File: src/rtl/rsa_encrypt_stream.sv
// Modular exponentiation c = m^e mod n using interleaved shift-add multipliers; one message per handshake.
// Latency: KEYSIZE*(MSGSIZE+1)+2 edges from accept to out_valid (2 edges on the operand-error path).
// Backpressure: result held stable in DONE until out_ready; in_ready stays low until that handshake.
`timescale 1ns/1ps
module rsa_encrypt_stream #(
    parameter int MSGSIZE = 12,
    parameter int KEYSIZE = 12
) (
    input  logic               clk,
    input  logic               rst,
    input  logic               in_valid,
    output logic               in_ready,
    input  logic [MSGSIZE-1:0] msgIn,
    input  logic [KEYSIZE-1:0] key,
    input  logic [MSGSIZE-1:0] n,
    output logic               out_valid,
    input  logic               out_ready,
    output logic [MSGSIZE-1:0] msgOut,
    output logic               err
);

    localparam int CW = (MSGSIZE > 1) ? $clog2(MSGSIZE) : 1;
    localparam int KW = (KEYSIZE > 1) ? $clog2(KEYSIZE) : 1;

    localparam logic [2:0] S_IDLE  = 3'd0;
    localparam logic [2:0] S_CHECK = 3'd1;
    localparam logic [2:0] S_MUL   = 3'd2;
    localparam logic [2:0] S_STEP  = 3'd3;
    localparam logic [2:0] S_DONE  = 3'd4;

    logic [2:0]         state;
    logic [MSGSIZE-1:0] m_q;
    logic [KEYSIZE-1:0] e_q;
    logic [MSGSIZE-1:0] n_q;
    logic [MSGSIZE-1:0] res;
    logic [MSGSIZE-1:0] base;
    logic [MSGSIZE-1:0] p1;
    logic [MSGSIZE-1:0] p2;
    logic [CW-1:0]      cnt;
    logic [KW-1:0]      k;

    logic [MSGSIZE-1:0] p1_nxt;
    logic [MSGSIZE-1:0] p2_nxt;
    logic [MSGSIZE-1:0] res_nxt;
    logic               chk_err;
    logic               last_mul;
    logic               last_bit;

    // One iteration of an MSB-first interleaved modular multiply.
    // p < md and b < md on entry, so 2p and p+b both fit in MSGSIZE+1 bits
    // and a single conditional subtract restores p < md. Both the add and the
    // subtracts are always evaluated and muxed, so timing is data independent.
    function automatic logic [MSGSIZE-1:0] mm_step(
        input logic [MSGSIZE-1:0] p,
        input logic               mbit,
        input logic [MSGSIZE-1:0] b,
        input logic [MSGSIZE-1:0] md
    );
        logic [MSGSIZE:0] nw;
        logic [MSGSIZE:0] t_dbl;
        logic [MSGSIZE:0] t_red;
        logic [MSGSIZE:0] t_add;
        logic [MSGSIZE:0] t_fin;
        nw    = {1'b0, md};
        t_dbl = {p, 1'b0};
        t_red = (t_dbl >= nw) ? (t_dbl - nw) : t_dbl;
        t_add = t_red + {1'b0, b};
        t_fin = (t_add >= nw) ? (t_add - nw) : t_add;
        if (!mbit) begin
            t_fin = t_red;
        end
        return t_fin[MSGSIZE-1:0];
    endfunction

    // Only IDLE accepts; reset forces in_ready low immediately.
    assign in_ready = (state == S_IDLE) && !rst;

    // Datapath next-values: both multipliers share the bit index and the modulus.
    always_comb begin
        p1_nxt   = mm_step(p1, res[cnt],  base, n_q);
        p2_nxt   = mm_step(p2, base[cnt], base, n_q);
        res_nxt  = e_q[k] ? p1 : res;
        chk_err  = (n_q < MSGSIZE'(2)) || (m_q >= n_q);
        last_mul = (cnt == '0);
        last_bit = (k == KW'(KEYSIZE - 1));
    end

    // Control FSM and all architectural state; reset discards any in-flight transaction.
    always_ff @(posedge clk) begin
        if (rst) begin
            state     <= S_IDLE;
            m_q       <= '0;
            e_q       <= '0;
            n_q       <= '0;
            res       <= '0;
            base      <= '0;
            p1        <= '0;
            p2        <= '0;
            cnt       <= '0;
            k         <= '0;
            out_valid <= 1'b0;
            msgOut    <= '0;
            err       <= 1'b0;
        end else begin
            case (state)
                S_IDLE: begin
                    if (in_valid) begin
                        m_q   <= msgIn;
                        e_q   <= key;
                        n_q   <= n;
                        state <= S_CHECK;
                    end
                end
                S_CHECK: begin
                    if (chk_err) begin
                        err       <= 1'b1;
                        msgOut    <= '0;
                        out_valid <= 1'b1;
                        state     <= S_DONE;
                    end else begin
                        res   <= MSGSIZE'(1);
                        base  <= m_q;
                        k     <= '0;
                        cnt   <= CW'(MSGSIZE - 1);
                        p1    <= '0;
                        p2    <= '0;
                        state <= S_MUL;
                    end
                end
                S_MUL: begin
                    p1 <= p1_nxt;
                    p2 <= p2_nxt;
                    if (last_mul) begin
                        state <= S_STEP;
                    end else begin
                        cnt <= cnt - CW'(1);
                    end
                end
                S_STEP: begin
                    res  <= res_nxt;
                    base <= p2;
                    if (last_bit) begin
                        msgOut    <= res_nxt;
                        err       <= 1'b0;
                        out_valid <= 1'b1;
                        state     <= S_DONE;
                    end else begin
                        k     <= k + KW'(1);
                        cnt   <= CW'(MSGSIZE - 1);
                        p1    <= '0;
                        p2    <= '0;
                        state <= S_MUL;
                    end
                end
                S_DONE: begin
                    if (out_ready) begin
                        out_valid <= 1'b0;
                        err       <= 1'b0;
                        state     <= S_IDLE;
                    end
                end
                default: begin
                    state <= S_IDLE;
                end
            endcase
        end
    end

endmodule

File: config.mk
export PLATFORM = sky130hd
export DESIGN_NAME = rsa_encrypt_stream
export DESIGN_NICKNAME = d
export VERILOG_FILES = /design/src/rtl/rsa_encrypt_stream.sv
export SDC_FILE = /design/constraint.sdc
export NUM_CORES = 1
export LEC_CHECK = 0
export ABC_AREA = 1
export CAP_MARGIN = 0
export CORE_MARGIN = 5
export CORE_UTILIZATION = 44
export DETAILED_ROUTE_END_ITERATION = 8
export MAX_ROUTING_LAYER = met4
export SLEW_MARGIN = 30
export SYNTH_ARGS = -nofsm -noshare
export SYNTH_HDL_FRONTEND = slang
export SYNTH_SLANG_ARGS = --single-unit
File: constraint.sdc
create_clock -name clk -period 5.16 [get_ports clk]
set_input_delay 1.032 -clock clk [delete_from_list [all_inputs] [get_ports clk]]
set_output_delay 1.032 -clock clk [all_outputs]
set_load 0.01 [all_outputs]
# Word-level counts from Yosys, hierarchy flattened
# Index checks and enable logic that the tools add are counted.
[classes] addsub=8 order_cmp=8 mul=0 div=0 muxes=43 eq_ne=13 n_reduce_logical=16 bitwise_logic=0 n_shift=0
[ops] operator="$mux W12" n=11
[ops] operator="$pmux W12 S2" n=3
[ops] operator="$pmux W12 S3" n=2
[ops] operator="$ge A13 B12 Y1" n=4
[ops] operator="$add A13 B12 Y13" n=2
[ops] operator="$mux W13" n=2
[ops] operator="$sub A13 B12 Y13" n=2
[ops] operator="$sub A12 B12 Y12" n=2
[ops] operator="$mux W4" n=5
[ops] operator="$ne A2 B2 Y1 const B" n=8
[ops] operator="$mux W3" n=5
[ops] operator="$pmux W3 S5" n=1
[ops] operator="$bmux W1 S4" n=3
[ops] operator="$ge A12 B12 Y1" n=1
[ops] operator="$lt A12 B2 Y1 const B" n=1
[ops] operator="$pmux W4 S3" n=1
[ops] operator="$reduce_and A3 Y1" n=4
[ops] operator="$lt A4 B5 Y1 const B" n=2
[ops] operator="$pmux W4 S2" n=1
[ops] operator="$reduce_and A4 Y1" n=2
[ops] operator="$mux W1" n=7
[ops] operator="$eq A3 B2 Y1 const B" n=2
[ops] operator="$pmux W1 S3" n=2
[ops] operator="$reduce_bool A3 Y1" n=2
[ops] operator="12 further kinds" n=13
[totals] mem_bits_rw=0 word_cells=101 mem_count=0 ff_bits=109 output_inout_bits=15 in_bits=40 mem_bits_ro=0 latchBits=0

# Logic depth before layout (Yosys ltp)
# Gate-level depths: netlist (run 1).
[depth] depth_word=7 ltp_mapped=35 ltp_nobuf=34

# Worst setup path after synthesis (run 1)
# Ideal clock, no wire load.
[synth_path] path_type="flip-flop to flip-flop" start="register n_q[1]" end="register p1[7]" setup_ns=0.068 n_path_buf=3 synth_period_minus_slack_ns=4.573 required_time_ns=5.092 path_stages_with_launch=33 arrival_time_ns=4.505 setup_slack_ns=0.587 cell_sequence="dfxtp_1 -> inv_1 -> ha_1 -> ha_1 -> nand3_1 -> nand3b_1 -> nand2_1 -> nor2_1 -> nand2_2 -> buf_6 -> buf_4 -> o21ai_0 -> inv_1 -> ha_1 -> nand2_1 -> inv_1 -> nand2_1 -> nand2_1 -> a21oi_1 -> nor2_1 -> nor2_1 -> xor2_1 -> ha_1 -> nand2_1 -> nor2_1 -> a211oi_1 -> o211ai_1 -> nand2_1 -> clkbuf_1 -> nand4_1 -> nand3_1 -> nand2_1 -> a21oi_2"
[synth_via] elab_chain_cells=7 word_cells_on_any_way=14 cone_classes="add/sub: 3; order compare: 4; eq/ne: 1; mux: 4; reduce/logical: 2"
[synth_rtl] item="from (decl)" line_no="34" text="logic [MSGSIZE-1:0] n_q;"
[synth_rtl] item="from (signal assigned)" line_no="110" text="n_q <= n;"
[synth_rtl] item="$sub A13 B12 Y13 / $ge A13 B12 Y1 (equally long branches)" line_no="66" text="t_red = (t_dbl >= nw) ? (t_dbl - nw) : t_dbl;"
[synth_rtl] item="$mux W13" line_no="66"
[synth_rtl] item="$add A13 B12 Y13" line_no="67" text="t_add = t_red + {1'b0, b};"
[synth_rtl] item="$sub A12 B12 Y12 / $ge A13 B12 Y1 (equally long branches)" line_no="68" text="t_fin = (t_add >= nw) ? (t_add - nw) : t_add;"
[synth_rtl] item="$mux W12" line_no="68"
[synth_rtl] item="$mux W12" line_no="69" text="if (!mbit) begin"
[synth_rtl] item="$pmux W12 S3" line_no="105" text="case (state)"
[synth_rtl] item="to (signal assigned)" line_no="131" text="p1 <= p1_nxt;"
[synth_rtl] item="to (decl)" line_no="37" text="logic [MSGSIZE-1:0] p1;"
# Parallel ways exist; a longest one is shown, timed or not.
# A chain may end at the register's enable or synchronous reset.

# Worst setup path in the final report (run 1)
[layout_path] start="register n_q[4]" end="register p1[5]"
# Same word-level chain as after synthesis.

==> impl_results.md, run 1 <==
* Share of synthesized registers carrying an async set or reset at 0%
* Worst hold path type: reg -> reg
* Maximum single-stage delay on the critical path at 0.43 ns
* Count of vias placed by the detailed router at 10,009
* Max Clock Skew at 0.00637 ns
* Number of sinks driven by the clock tree at 109
* Average vias per placed instance at 5.51
* Root buf cell: clkbuf_16
* Antenna violations before repair at 1
* Capturing element type of the critical path: flip-flop
* Non-filler cells, final at 1,817
* Overall die area at 24,600 sq um
* Final Wtd Congestion at 0.976
* Result of the run: completed
* Largest fanout on the critical path at 12
* Count of pins over their slew limit at 0
* Synthesized instance count at 1,460
* First-pass GRT wire length at 50,800 um
* Number of buffers on the longest clock path at 2
* Number of instances in the placed design at 1,787
* Final Critical Period at 4.88 ns
* Flop and latch count out of synthesis at 109
* Via count of the first global-routing pass at 9,375
* Critical path data arrival time at 5.17 ns
* Dominant synthesized flop cell: dfxtp_1
* Starting density of the core at 44.9%
* Worst reg2reg setup slack at 0.28 ns
* Number of cell rows at 53
* Number of primary I/O pins at 55
* Buffers on Ports at 54
* WL/cell at 17.9 um
* Synthesis-to-layout area growth at 17.0%
* CTS Hold Buffers Added at 0
* Endpoint of the most critical register-to-register path: p1[5]
* Clock network latency to the later pin of the worst-skew pair at 0.36 ns
* Fmax achieved at 0.205 GHz
* Launch point of the worst reg-to-reg path: n_q[4]
* Total Routed Length at 32,600 um
* Global router's overall resource usage at 27.0%
* Setup repair after global routing missed its margin: no
* Post-CTS clock slew at the launch and capture registers of the worst setup and hold paths at 0.08 ns
* Number of buffers added by the clock tree synthesis step at 9
* Number of unique standard cell types used by synthesis at 47
* Post-synthesis area per instance at 6.49 sq um
* Total congestion overflow at 0
* Depth of the worst hold-timing path at 2
* WHS Endpoint: e_q[3]
* Cell with the largest stage delay on the worst path: ha_1
* Min-Delay Startpoint: e_q[3]
* Level count of the clock H-tree at 3
* Number of cell instances on the worst register-to-register path at 28
* Post-synth net total at 1,592
* Most used cell along the critical path: nand2_1
* Final Hold Violating Endpoints at 0
* Pin count of the biggest net entering global routing at 65
* HPWL reported at the end of detailed placement at 25,300 um
* Category of the most critical setup path: reg -> reg
* Antenna-violating nets left at 0
* Core ar. at 21,100 sq um
* WP data required at 5.45 ns
* CTS tree: yes
* Fraction of layout instances using a drive strength above 1 at 12.2%
* Die extent in x at 157 um
* Worst-Margin Slew at 0.620 ns
* First-pass DRT Iterations at 6
* Number of failing setup endpoints in the final timing report at 0
* 1st-iter DRT viols at 843
* DRC at 0
* Share of the yosys chip area belonging to registers at 23.0%
* Number of maximum-capacitance violations at 0
* Part of the cycle the worst path needs at 94.6%
* Synth warn at 0
* Worst max-slew margin expressed relative to the limit at 58.6%
* Number of nets in the layout at 1,668
* Startpoint class of the critical path: flip-flop
* Cell Area, Synth at 9480 sq um
* Height of the die at 157 um
* Post-synth EDFFs at 0
==> critical path: cells and delay by family, from the launching register on <==
kind,cells,cell delay [ns]
AO/OA/AOI/OAI,8,1.50
XOR/XNOR,2,0.40
adder cells (fa/ha/maj),3,1.06
buffers and inverters,5,0.53
flip-flops,1,0.35
AND/OR/NAND/NOR,10,0.97
==> metal layers <==
layer  global-route usage [%]  vias up  routed length [um]
met5                        -        -                   0
met4                     7.64        0                 894
met2                     40.6      390               14200
met3                     4.78       60                2440
met1                     37.3     4534               15100
li1                         -     5025                   -
==> cells in the mapped netlist, types with 7 or more instances <==
cell      count  area, sq um
nand2_1     277         1040
inv_1       199          747
a21oi_1     156          781
nand3_1     129          646
dfxtp_1     109         2180
o21ai_0     108          541
nor2_1      104          390
ha_1         86         1080
nand4_1      38          238
xor2_1       35          307
clkbuf_1     34          128
nand2_2      20          125
xnor2_1      15          131
nor3_1       13         65.1
a21oi_2      12          105
buf_2        12         60.1
o221ai_1     12          105
inv_2         8         30.0
a31oi_1       7         43.8
o21bai_1      7         52.6
==> cell families (layout without fill, tap and decap cells) <==
family	count (synthesis)	in the layout	synth area share [%]
other	0	1	0
xor gates and xnor gates	50	50	4.62
buffers and inverters	264	344	11.0
and+or+nand+nor	613	614	29.2
AOI/OAI and AO/OA	332	332	19.5
DFF	109	109	23.0
adders and majority gates	92	92	12.6
==> state kept, by name, indices dropped and copies added, names as in the netlist <==
| name | count |
|---|---|
| k | 4 |
| base | 12 |
| state | 3 |
| err | 1 |
| m_q | 12 |
| e_q | 12 |
| p2 | 12 |
| res | 12 |
| p1 | 12 |
| n_q | 12 |
| out_valid | 1 |
| cnt | 4 |
| msgOut | 12 |
==> what timing repair did <==
item	CTS	global route
resized for setup	5	45
buffers inserted	2	10
cloned	0	1
pin swaps	3	8
endpoints found under the setup margin	12	24
==> worst max path at each step <==
stage	slack [ns]	startpoint	cells after the start	to
2_1_floorplan	0.59	n_q[1]	32	p1[7]
3_3_place_gp	-0.15	n_q[8]	28	p1[4]
3_5_place_dp	-0.22	n_q[8]	32	p1[4]
4_1_cts	0.002	n_q[10]	32	p1[5]
5_1_grt	0.006	n_q[9]	30	p1[5]
6_report	0.28	n_q[4]	28	p1[5]
==> placed cells by master, fill, tap and decap left out, drive strengths merged, types with 2 or more instances in the layout <==
cell type	count
a211oi	5
a21o	2
a21oi	168
a31o	2
a31oi	7
and2	2
buf	66
clkbuf	10
clkdlybuf4s50	53
clkinv	3
clkinvlp	2
dfxtp	109
fa	6
ha	86
inv	210
nand2	300
nand3	134
nand3b	6
nand4	40
nor2	109
nor3	14
nor4	3
o211ai	6
o21a	4
o21ai	114
o21bai	7
o221ai	12
or2	6
xnor2	15
xor2	35
==> area by class of cell <==
type                            instances  area (sq um)
Fill cell                            2182         10000
Multi-Input combinational cell       1088          6450
Sequential cell                       109          2180
Timing Repair Buffer                  119          1030
Inverter                              209           792
Tap cell                              275           344
Clock buffer                           10           229
Clock inverter                          6          60.1
Antenna cell                            1          2.50
==> per-stage QoR <==
stage	setup TNS (ns)	area (sq um)	hold slack [ns]	utilization, %	setup WS (ns)
2_1_floorplan	0	9480	0.420	-	0.587
3_3_place_gp	-1.42	10500	0.430	49.8	-0.153
3_5_place_dp	-2.18	10500	0.434	49.8	-0.219
4_1_cts	0	10800	0.447	51.4	0.00246
5_1_grt	0	11100	0.483	52.6	0.00624
6_report	0	11100	0.444	52.6	0.280
Power of run 1 is left out: the tool's default activity adds up to more than one toggle a clock period on the data nets, which glitch-free logic cannot reach.
==> run 2, diff against run 1 <==
--- a/config.mk
+++ b/config.mk
@@ -11,6 +11,7 @@
 export CORE_UTILIZATION = 44
 export DETAILED_ROUTE_END_ITERATION = 8
 export MAX_ROUTING_LAYER = met4
+export PLACE_DENSITY_LB_ADDON = 0.05
 export SLEW_MARGIN = 30
 export SYNTH_ARGS = -nofsm -noshare
 export SYNTH_HDL_FRONTEND = slang
==> run 2 against run 1 <==
Critical path type unchanged. Flip-flop and latch count stayed put. Largest cell class unchanged. Register-to-register slack better by 0.03 ns. Maximum frequency increased by 0.69%. Sequential share of layout area decreased by 0.097 points. Design area grew 0.50%. Setup slack gained 0.034 ns. Clock skew is 0.0048 ns higher. Core utilization is 0.26 points higher. Critical endpoint is now p2[10].
==> impl_results.md, run 2 (synthesis results as in run 1) <==
* Result of the run: completed
* Area taken by flip-flops and latches at 2180 sq um (unchanged)
* Category of the most critical setup path: reg -> reg
* Overall die area at 24,600 sq um (unchanged)
* Antenna-violating nets left at 0 (unchanged)
* Fraction of layout instances using a drive strength above 1 at 12.6% (+0.45 points)
* WL/cell at 17.5 um (-2.2%)
* Largest fanout on the critical path at 12 (unchanged)
* Worst-Margin Slew at 0.729 ns (+0.109 ns)
* Final Wtd Congestion at 0.999 (+2.3%)
* Final Critical Period at 4.85 ns (-0.0336 ns)
* Worst hold-check slack at 0.447 ns (+0.00280 ns)
* Capturing element type of the critical path: flip-flop
* Critical path data arrival time at 5.08 ns (-0.09 ns)
* Number of cell instances on the worst register-to-register path at 26 (-7.1%)
* Worst hold path type: reg -> reg
* Launch point of the worst reg-to-reg path: n_q[3]
* Post-layout instance area at 11,100 sq um (+0.50%)
* Fmax achieved at 0.206 GHz (+0.69%)
* Post-CTS clock slew at the launch and capture registers of the worst setup and hold paths at 0.08 ns (about the same)
* Utilization of the core after routing at 52.8% (+0.26 points)
* Via count of the first global-routing pass at 9,294 (-0.86%)
* Synthesis-to-layout area growth at 17.6%
* WHS Endpoint: e_q[3]
* Count of vias placed by the detailed router at 9,837 (-1.7%)
* Number of buffers added by the clock tree synthesis step at 9 (unchanged)
* Number of cell rows at 53 (unchanged)
* Antenna violations before repair at 0 (-1)
* Highest-count cells in the layout ignoring fill and taps: nand2_1 (275), inv_1 (191), a21oi_1 (151)
* Area of placed instances at 10,600 sq um (+1.1%)
* First-pass DRT Iterations at 6 (unchanged)
* Total congestion overflow at 0 (unchanged)
* Startpoint class of the critical path: flip-flop
* CTS Hold Buffers Added at 0 (unchanged)
* Number of maximum-capacitance violations at 0 (unchanged)
* Part of the cycle the worst path needs at 93.9% (-0.65 points)
* Area of combinational cells with multiple inputs at 6430 sq um (-0.37%)
* WP data required at 5.39 ns (-0.06 ns)
* Number of nets in the layout at 1,677 (+0.54%)
* Final Hold Violating Endpoints at 0 (unchanged)
* Worst max-slew margin expressed relative to the limit at 51.2% (-7.4 points)
* Clock network latency to the later pin of the worst-skew pair at 0.36 ns (about the same)
* Min-Delay Startpoint: e_q[3]
* Number of failing setup endpoints in the final timing report at 0 (unchanged)
* Max Clock Skew at 0.0112 ns (+0.00481 ns)
* N_diodes at 0 (-1)
* Maximum single-stage delay on the critical path at 0.42 ns (about the same)
* Buffers on Ports at 54 (unchanged)
* Pin count of the biggest net entering global routing at 53 (-18%)
* Worst reg2reg setup slack at 0.31 ns (+0.03 ns)
* Average vias per placed instance at 5.39 (-2.1%)
* Depth of the worst hold-timing path at 2 (unchanged)
* First-pass GRT wire length at 50,600 um (-0.48%)
* Number of instances in the placed design at 1,802 (+0.84%)
* Total Routed Length at 32,000 um (-1.8%)
* CTS tree: yes
* Commonest non-fill, non-tap cell in the layout: nand2_1
* Number of fillers in the final layout at 2,231 (+2.2%)
* Starting density of the core at 44.9% (unchanged)
* Height of the die at 157 um (unchanged)
* Number of primary I/O pins at 55 (unchanged)
* Level count of the clock H-tree at 3 (unchanged)
* Non-filler cells, final at 1,825 (+0.44%)
* Core ar. at 21,100 sq um (unchanged)
* HPWL reported at the end of detailed placement at 25,800 um (+1.8%)
* Global router's overall resource usage at 26.8% (-0.20 points)
* Number of sinks driven by the clock tree at 109 (unchanged)
* DRC at 0 (unchanged)
* Die extent in x at 157 um (unchanged)
* Number of buffers on the longest clock path at 2 (unchanged)
* Most used cell along the critical path: nand2_1
* Endpoint of the most critical register-to-register path: p2[10]
* Cell with the largest stage delay on the worst path: ha_2
* Root buf cell: clkbuf_16
* 1st-iter DRT viols at 729 (-14%)
* Count of pins over their slew limit at 0 (unchanged)
[run 2: cell types whose count changed in the layout (fill, tap and decap cells not counted), sizes merged]
| cell | change |
|---|---|
| buf | +10 |
| diode | -1 |
| nand2 | -1 |
[run 2: timing repair]
item	CTS	global route
gates resized for setup	0	49
endpoints found under the setup margin	0	24
endpoints found under the hold margin	0	0
setup buffers	0	7
[run 2: per-layer routing]
| layer | track usage [%] | part of all wire [%] |
|---|---|---|
| met5 | - | 0 |
| met4 | 5.33 | 1.9 |
| met3 | 3.29 | 6.0 |
| met2 | 41.4 | 44 |
| met1 | 37.9 | 48 |
[run 2: final cells by class]
cell class | count | share of cell area [%]
timing repair buffer | 129 | 9.93
sequential | 109 | 19.6
multi-input combinational | 1087 | 57.7
tap | 275 | 3.09
clock buffer | 10 | 2.05
inverter | 209 | 7.11
clock inverter | 6 | 0.561
[run 2: worst max-delay path by stage]
stage          startpoint  endpoint  cells after the start  slack, ns
6_report           n_q[3]    p2[10]                     26       0.31
5_1_grt            n_q[3]    p2[10]                     32      -0.05
4_1_cts            n_q[4]    p1[11]                     30       0.06
3_5_place_dp       n_q[4]    p1[11]                     30       0.08
3_3_place_gp       n_q[4]    p2[10]                     27       0.05
2_1_floorplan      n_q[1]     p1[7]                     32       0.59
[run 2: worst max-delay path, delay by kind of cell, from the launching register on]
kind / cells / cell delay, ns
buffers and inverters: 4 / 0.50
flip-flops: 1 / 0.34
XOR/XNOR: 1 / 0.33
AND/OR/NAND/NOR: 12 / 1.34
adder cells (fa/ha/maj): 4 / 1.36
AO/OA/AOI/OAI: 5 / 0.82
[run 2: through the flow]
stage	TNS, ns	setup slack (ns)
6_report	0	0.313
2_1_floorplan	0	0.587
3_5_place_dp	0	0.0829
4_1_cts	0	0.0601
3_3_place_gp	0	0.0498
5_1_grt	-0.128	-0.0498
Power of run 2 is left out for the same reason.
